`src/rtl/clock_prog_gen.sv`:
```
// ---------------------------------------------------------------------------
// clock_prog_gen -- programmable clock divider with STOP/START run control.
//
// Produces a registered divided clock (clk_out) with a programmable period
// and high time, and a one-cycle tick on the last cycle of every period.
// Period/high values are sampled on entering START and re-sampled at every
// period boundary, so reprogramming never disturbs a period in progress.
//
// Optional feature (macro CLOCK_PROG_CYCLE_CNT_EN): adds a 16-bit `cycles`
// output counting completed output periods.
//
// Ports:
//   clk       in   system clock, rising edge
//   resetn    in   asynchronous reset, ACTIVE-HIGH despite the name
//   start     in   request to enter START (level sampled)
//   stop      in   request to enter STOP (level sampled, wins over start)
//   period    in   [CNT_W] output period in clk cycles (0/1 treated as 2)
//   high_cnt  in   [CNT_W] clk cycles per period that clk_out is high
//   clk_out   out  registered divided clock, high phase first
//   tick      out  pulse on the last cycle of each output period
//   state     out  0 = STOP, 1 = START
//   cycles    out  [16] completed periods (only with CLOCK_PROG_CYCLE_CNT_EN)
// ---------------------------------------------------------------------------
module clock_prog_gen #(
    parameter int unsigned CNT_W = 8
) (
    input  logic             clk,
    input  logic             resetn,
    input  logic             start,
    input  logic             stop,
    input  logic [CNT_W-1:0] period,
    input  logic [CNT_W-1:0] high_cnt,
    output logic             clk_out,
    output logic             tick,
`ifdef CLOCK_PROG_CYCLE_CNT_EN
    output logic [15:0]      cycles,
`endif
    output logic             state
);

    typedef enum logic {
        StStop  = 1'b0,
        StStart = 1'b1
    } state_e;

    localparam logic [CNT_W-1:0] CntOne = CNT_W'(1);
    localparam logic [CNT_W-1:0] CntTwo = CNT_W'(2);

    state_e           state_q, state_d;
    logic [CNT_W-1:0] cnt_q, cnt_d;
    logic [CNT_W-1:0] per_q, per_d;
    logic [CNT_W-1:0] high_q, high_d;
    logic             clk_out_q, clk_out_d;
    logic             tick_q, tick_d;

    // Sanitised view of the live inputs: P = max(period, 2), H = min(high_cnt, P).
    logic [CNT_W-1:0] in_per;
    logic [CNT_W-1:0] in_high;

    always_comb begin
        in_per  = (period < CntTwo) ? CntTwo : period;
        in_high = (high_cnt > in_per) ? in_per : high_cnt;
    end

    always_comb begin
        state_d   = state_q;
        cnt_d     = cnt_q;
        per_d     = per_q;
        high_d    = high_q;
        clk_out_d = 1'b0;
        tick_d    = 1'b0;

        case (state_q)
            StStop: begin
                cnt_d = '0;
                if (start && !stop) begin
                    state_d   = StStart;
                    per_d     = in_per;
                    high_d    = in_high;
                    clk_out_d = (in_high != '0);
                end
            end
            StStart: begin
                if (stop) begin
                    // Abort immediately; the current period is not completed.
                    state_d = StStop;
                    cnt_d   = '0;
                end else if (cnt_q == per_q - CntOne) begin
                    // Period boundary: pick up new settings for the next period.
                    // Tick cannot fire here since the new P is always >= 2.
                    cnt_d     = '0;
                    per_d     = in_per;
                    high_d    = in_high;
                    clk_out_d = (in_high != '0);
                end else begin
                    cnt_d     = cnt_q + CntOne;
                    clk_out_d = (cnt_d < high_q);
                    tick_d    = (cnt_d == per_q - CntOne);
                end
            end
            default: begin
                state_d = StStop;
                cnt_d   = '0;
            end
        endcase
    end

    always_ff @(posedge clk or posedge resetn) begin
        if (resetn) begin
            state_q   <= StStop;
            cnt_q     <= '0;
            per_q     <= '0;
            high_q    <= '0;
            clk_out_q <= 1'b0;
            tick_q    <= 1'b0;
        end else begin
            state_q   <= state_d;
            cnt_q     <= cnt_d;
            per_q     <= per_d;
            high_q    <= high_d;
            clk_out_q <= clk_out_d;
            tick_q    <= tick_d;
        end
    end

    assign clk_out = clk_out_q;
    assign tick    = tick_q;
    assign state   = state_q;

`ifdef CLOCK_PROG_CYCLE_CNT_EN
    logic [15:0] cycles_q;

    // Counts the registered tick, so a period is counted on the edge after it ends.
    always_ff @(posedge clk or posedge resetn) begin
        if (resetn) begin
            cycles_q <= '0;
        end else if (state_q == StStop && state_d == StStart) begin
            cycles_q <= '0;
        end else if (state_q == StStart && tick_q) begin
            cycles_q <= cycles_q + 16'd1;
        end
    end

    assign cycles = cycles_q;
`endif

endmodule

```
`config.mk`:
```
export PLATFORM = sky130hd
export DESIGN_NAME = clock_prog_gen
export DESIGN_NICKNAME = d
export VERILOG_FILES = /design/src/rtl/clock_prog_gen.sv
export SDC_FILE = /design/constraint.sdc
export NUM_CORES = 1
export LEC_CHECK = 0
export CORE_MARGIN = 4
export CORE_UTILIZATION = 44
export DETAILED_ROUTE_END_ITERATION = 16
export HOLD_SLACK_MARGIN = 0.1
export PLACE_DENSITY_LB_ADDON = 0.05
export SETUP_SLACK_MARGIN = 0.5
export SLEW_MARGIN = 40
export SYNTH_ARGS = -nofsm -noshare
export SYNTH_HDL_FRONTEND = slang
export SYNTH_SLANG_ARGS = --single-unit
```
`constraint.sdc`:
```
create_clock -name clk -period 4 [get_ports clk]
set_input_delay 0.8 -clock clk [delete_from_list [all_inputs] [get_ports clk]]
set_output_delay 0.8 -clock clk [all_outputs]
set_load 0.1 [all_outputs]
```
==> results by stage <==
Status:
- The flow ran to the end, and the final reports show no timing, DRC or antenna violations.

Worst hold path:
- The worst hold path terminates at high_q[0].
- The min-delay analysis places its worst path in the category reg2reg.
- In this run the most critical hold path is launched from high_q[0].
- The worst hold path passes through 2 cells.

Place:
- The HPWL after detailed placement is around 4300 um.
- Input and output buffers added on the ports amount to 22.
- Including well taps, the total number of placed cells is roughly 330.
- The placer congestion estimate is 0.8811.

Timing:
- The max-slew headroom at the worst pin is 0.6079.
- The final-report max-slew violation count is 0.
- The number of failing hold endpoints at the final stage is 0.
- Setup repair after global routing left no endpoint under its margin.
- Between clock sinks in the finished design, the worst skew comes to approximately 0.004 ns.
- The aggregate negative setup slack is 0 ns.
- The final setup violation count is 0.
- The transition at the pin with the smallest max-transition slack is approximately 0.6 ns.
- The final period demand of the worst path is 3.206 ns.
- Of the available clock period, the critical path in the final layout requires 0.8014.
- Derived from the worst setup path, the maximum achievable clock frequency is approximately 310 MHz.

Synthesis:
- Yosys mapped the design onto between 50 and 60 distinct sky130hd cell types.
- The portion of netlist area occupied by mux cells is 0.04754.
- Among all flip-flop cells after synthesis, the most frequent one is sky130_fd_sc_hd__dfrtp_1.
- Of the total synthesized cell area, the portion taken by full adders, half adders and majority gates is 0.09397.
- Counting flops and latches in the post-synthesis netlist gives 27.
- sky130_fd_sc_hd__dfrtp_1 takes more of the synthesized area than any other cell.
- Averaged over all synthesized cells, the footprint is approximately 9.2 sq um.
- The sequential share of the synthesized area is 0.2985.
- The number of nets produced by synthesis is 284.
- The count of synthesis-stage warnings from yosys is 0.
- The dominant combinational cell family by area after synthesis is compound AO/OA/AOI/OAI gates.
- The post-synthesis xor/xnor area fraction is 0.08126.
- After synthesis the cells add up to roughly 2300 sq um.
- The async set or reset register ratio after synthesis is 1.000.
- Of the total synthesized cell area, the portion taken by AND, OR, NAND and NOR gates is 0.1902.
- The synthesized design contains 0 enable-type register cells.
- In the post-synthesis netlist, the biggest area contributors are sky130_fd_sc_hd__dfrtp_1 30%, sky130_fd_sc_hd__ha_1 9.4%, sky130_fd_sc_hd__xnor2_1 5.0%, sky130_fd_sc_hd__inv_1 4.0%, sky130_fd_sc_hd__mux2_4 3.3%.
- Of the post-synthesis cell area, the dominant cell type holds 0.2985.
- The post-synthesis compound-gate area fraction was 0.2073.
- In the synthesized netlist, the number of instances is around 250.

Final layout:
- Of the cells placed in the final design, the portion with a size suffix greater than 1 is 0.1250.
- The utilization of the core after routing is 0.5197.
- The number of standard cells in the final layout excluding fillers is between 300 and 400.
- For this run, the post-layout net count is 302.
- The diode insertion count for antenna repair is 0.
- The signed area change from the synthesized netlist to the final layout is 11.33%.

Setup path:
- The depth of the worst register-to-register path is 9.
- The worst register-to-register path begins at per_q[0].
- The critical path contains buffers and inverters numbering 2 combined.
- The most numerous cell on the critical path is sky130_fd_sc_hd__o21a_1.
- The critical path is of the in2reg type.
- The reg-to-reg critical path endpoint is per_q[2].
- Setup slack on the worst reg-to-reg path comes out at 1.08 ns.
- The maximum fanout count along the critical path is 9.
- The worst setup path is captured at a register.
- The startpoint type of the worst setup path is an input port.
- The largest individual stage delay along the critical path comes from the cell sky130_fd_sc_hd__clkdlybuf4s50_1.
- For the worst setup path, the data required time is roughly 4.2 ns.
- The critical path goes through clkdlybuf4s50_1 -> nor4_1 -> nand3_1 -> nand2b_1 -> inv_1 -> ha_1 -> nor2b_1 -> o21a_1 -> o21a_1 -> o21a_1 -> or3_1 -> a31o_2.
- The arrival time reported for the critical path endpoint is roughly 3.4 ns.
- The cell type group with the largest total delay on the critical path is simple AND/OR/NAND/NOR gates.
- For this run, the slowest stage of the critical path takes around 0.47 ns.

GRT:
- The maximum number of pins on one net before global-route repair is 28.
- The wire length of the first global-routing pass is 9197 um.
- The global routing usage summed across all routing layers is 0.1851.
- The number of antenna violations at the first check in global routing is 0.
- The total congestion overflow is 0.
- The number of global-route vias before repair is between 1500 and 2000.

Floorplanning:
- The total die area is roughly 6400 sq um.
- The number of placement rows is 25.
- The floorplan step set the die height to between 70 and 80 um.
- The region available for standard cell placement spans a little under 5000 sq um.
- From left edge to right edge, the die measures between 70 and 80 um.
- For this configuration, the core starts out at a cell density of 0.4668.
- The number of top-level pins is 23.

Power and ir drop:
- The internal power contribution is about 0.53 mW.
- Summed over all cells, the static leakage comes to about 1.1 nW.
- The switching share of total power is 0.3650.
- Of the total power, the clock network draws 0.194.
- The relative contribution of combinational cells to total power is 0.374.
- The peak ir drop on the vdd network is about 0.00022 V.
- The sequential share of power is 0.432.
- The net switching power is around 0.3 mW.
- The power density relative to cell area is roughly 330 nW/um^2.

Flow run:
- Max-cap violations in this run came to 0.

Clock tree:
- The number of buffers on the longest clock path is 2.
- At the later pin of the worst-skew pair, clock insertion delay measures about 0.28 ns.
- The tree is rooted in a sky130_fd_sc_hd__clkbuf_8.
- In this run the number of H-tree levels came out at 1.
- After clock tree synthesis, the setup repair step added 0 buffers.
- The number of cells upsized or downsized after cts is 0.
- Clock-pin slew was measured on the worst setup and hold paths at approximately 0.10 ns.
- The CTS buffer count is 3.
- Hold repair after CTS inserted 0 buffers.
- For this design, the sink count on the clock tree is 27.
- The clock tree from TritonCTS is built.

Route:
- Using the TritonRoute via totals, the vias-per-cell ratio works out to 5.671.
- The detailed-route wire length per cell is around 16 um.
- The first-pass iteration count of the detailed router is 4.
- The wire length reported by the detailed router is 5350 um.
- The detailed router finished its first iteration with between 80 and 90 violations.
- After detailed routing, the number of remaining DRC violations is 0.
- The count of vias placed by the detailed router is between 1500 and 2000.
- The count of nets left with antenna violations after detail routing is 0.
[synthesized netlist by cell type (all sizes together), types with 2 or more instances]
| master | number |
|---|---|
| a2111oi | 2 |
| a211oi | 8 |
| a21o | 5 |
| a21oi | 4 |
| a31o | 2 |
| a31oi | 10 |
| a41oi | 2 |
| and2 | 3 |
| buf | 9 |
| clkbuf | 2 |
| dfrtp | 27 |
| ha | 17 |
| inv | 24 |
| mux2 | 7 |
| nand2 | 7 |
| nand2b | 2 |
| nand3 | 14 |
| nand4 | 4 |
| nor2 | 14 |
| nor2b | 6 |
| nor3 | 5 |
| nor4 | 5 |
| o2111ai | 2 |
| o211ai | 2 |
| o21a | 5 |
| o21ai | 15 |
| or2 | 5 |
| or3 | 5 |
| xnor2 | 13 |
| xor2 | 8 |
[kinds of logic (layout without fill, tap and decap cells)]
family	after synthesis	after routing
AO/OA/AOI/OAI	63	63
adder cells (fa/ha/maj)	17	17
flip-flops	27	27
AND/OR/NAND/NOR	76	76
multiplexers	8	8
XOR/XNOR	21	21
buffers and inverters	35	52
[worst max path at each step]
stage | start | to | slack, ns | cells past startpoint
final | period[4] | high_q[1] | 0.79 | 12
after global routing | period[4] | clk_out | 0.56 | 12
after CTS | period[4] | high_q[1] | 0.80 | 12
after detailed placement | period[4] | high_q[1] | 0.50 | 12
after global placement | period[4] | high_q[1] | 0.54 | 12
after floorplan | period[4] | high_q[1] | 1.13 | 11
[state kept, by name, summed over array words and instances, names as in the netlist]
name	cells
cnt_q	8
high_q	8
per_q	8
clk_out	1
state	1
tick	1
[worst reg2reg max path: stages, from the launching register on]
cell,delay [ns]
sky130_fd_sc_hd__dfrtp_1,0.43
sky130_fd_sc_hd__inv_1,0.07
sky130_fd_sc_hd__ha_1,0.20
sky130_fd_sc_hd__or4b_4,0.53
sky130_fd_sc_hd__o21ai_0,0.21
sky130_fd_sc_hd__o211ai_1,0.18
sky130_fd_sc_hd__a2111oi_4,0.29
sky130_fd_sc_hd__buf_4,0.23
sky130_fd_sc_hd__a21o_2,0.28
sky130_fd_sc_hd__mux2_2,0.38
[layout by cell type (no fill, tap or decap), types with 2 or more instances in the layout]
| master | instances |
|---|---|
| sky130_fd_sc_hd__a211oi_1 | 8 |
| sky130_fd_sc_hd__a21o_1 | 4 |
| sky130_fd_sc_hd__a21oi_1 | 3 |
| sky130_fd_sc_hd__a31o_2 | 2 |
| sky130_fd_sc_hd__a31oi_1 | 10 |
| sky130_fd_sc_hd__a41oi_1 | 2 |
| sky130_fd_sc_hd__and2_1 | 3 |
| sky130_fd_sc_hd__buf_2 | 3 |
| sky130_fd_sc_hd__buf_4 | 2 |
| sky130_fd_sc_hd__clkbuf_8 | 3 |
| sky130_fd_sc_hd__clkdlybuf4s50_1 | 19 |
| sky130_fd_sc_hd__dfrtp_1 | 27 |
| sky130_fd_sc_hd__ha_1 | 17 |
| sky130_fd_sc_hd__inv_1 | 23 |
| sky130_fd_sc_hd__mux2_4 | 5 |
| sky130_fd_sc_hd__nand2_1 | 7 |
| sky130_fd_sc_hd__nand2b_1 | 2 |
| sky130_fd_sc_hd__nand3_1 | 14 |
| sky130_fd_sc_hd__nand4_1 | 4 |
| sky130_fd_sc_hd__nor2_1 | 14 |
| sky130_fd_sc_hd__nor2b_1 | 6 |
| sky130_fd_sc_hd__nor3_1 | 4 |
| sky130_fd_sc_hd__nor4_1 | 5 |
| sky130_fd_sc_hd__o2111ai_1 | 2 |
| sky130_fd_sc_hd__o211ai_1 | 2 |
| sky130_fd_sc_hd__o21a_1 | 5 |
| sky130_fd_sc_hd__o21ai_0 | 13 |
| sky130_fd_sc_hd__or2_2 | 5 |
| sky130_fd_sc_hd__or3_1 | 3 |
| sky130_fd_sc_hd__or3_4 | 2 |
| sky130_fd_sc_hd__xnor2_1 | 13 |
| sky130_fd_sc_hd__xor2_1 | 8 |
[per-stage QoR]
| stage | area [sq um] | worst slack [ns] | total power, mW | hold WS [ns] |
|---|---|---|---|---|
| global route | 2520 | 0.5594 | 0.8881 | 0.6043 |
| global placement | 2489 | 0.5416 | 0.6743 | 0.5470 |
| detailed placement | 2474 | 0.5042 | 0.6730 | 0.5500 |
| floorplan | 2263 | 1.131 | 0.6052 | 0.5028 |
| CTS | 2520 | 0.8027 | 0.8359 | 0.5763 |
| finish | 2520 | 0.7942 | 0.8293 | 0.5700 |
[area by class of cell]
cell class | instances | area (sq um)
inverter | 24 | 90.09
multi-input combinational | 185 | 1404
sequential | 27 | 675.6
timing repair buffer | 24 | 220.2
fill | 476 | 2328
clock inverter | 1 | 5.005
tap | 67 | 83.83
clock buffer | 3 | 41.29
[power groups by stage]
stage	Clock, mW	Combinational, mW	Sequential [mW]
finish	0.161	0.310	0.358
global route	0.177	0.346	0.365
CTS	0.167	0.311	0.358
detailed placement	0	0.310	0.363
global placement	0	0.311	0.363
floorplan	0	0.259	0.346
[layer usage]
layer / up-vias / routed length [um] / global-route usage
li1: 929 / - / -
met1: 879 / 2573 / 0.2500
met2: 56 / 2433 / 0.3013
met3: 13 / 211 / 0.02144
met4: 0 / 132 / 0.07045
met5: - / 0 / 0
(Power assumes the default switching activity.)
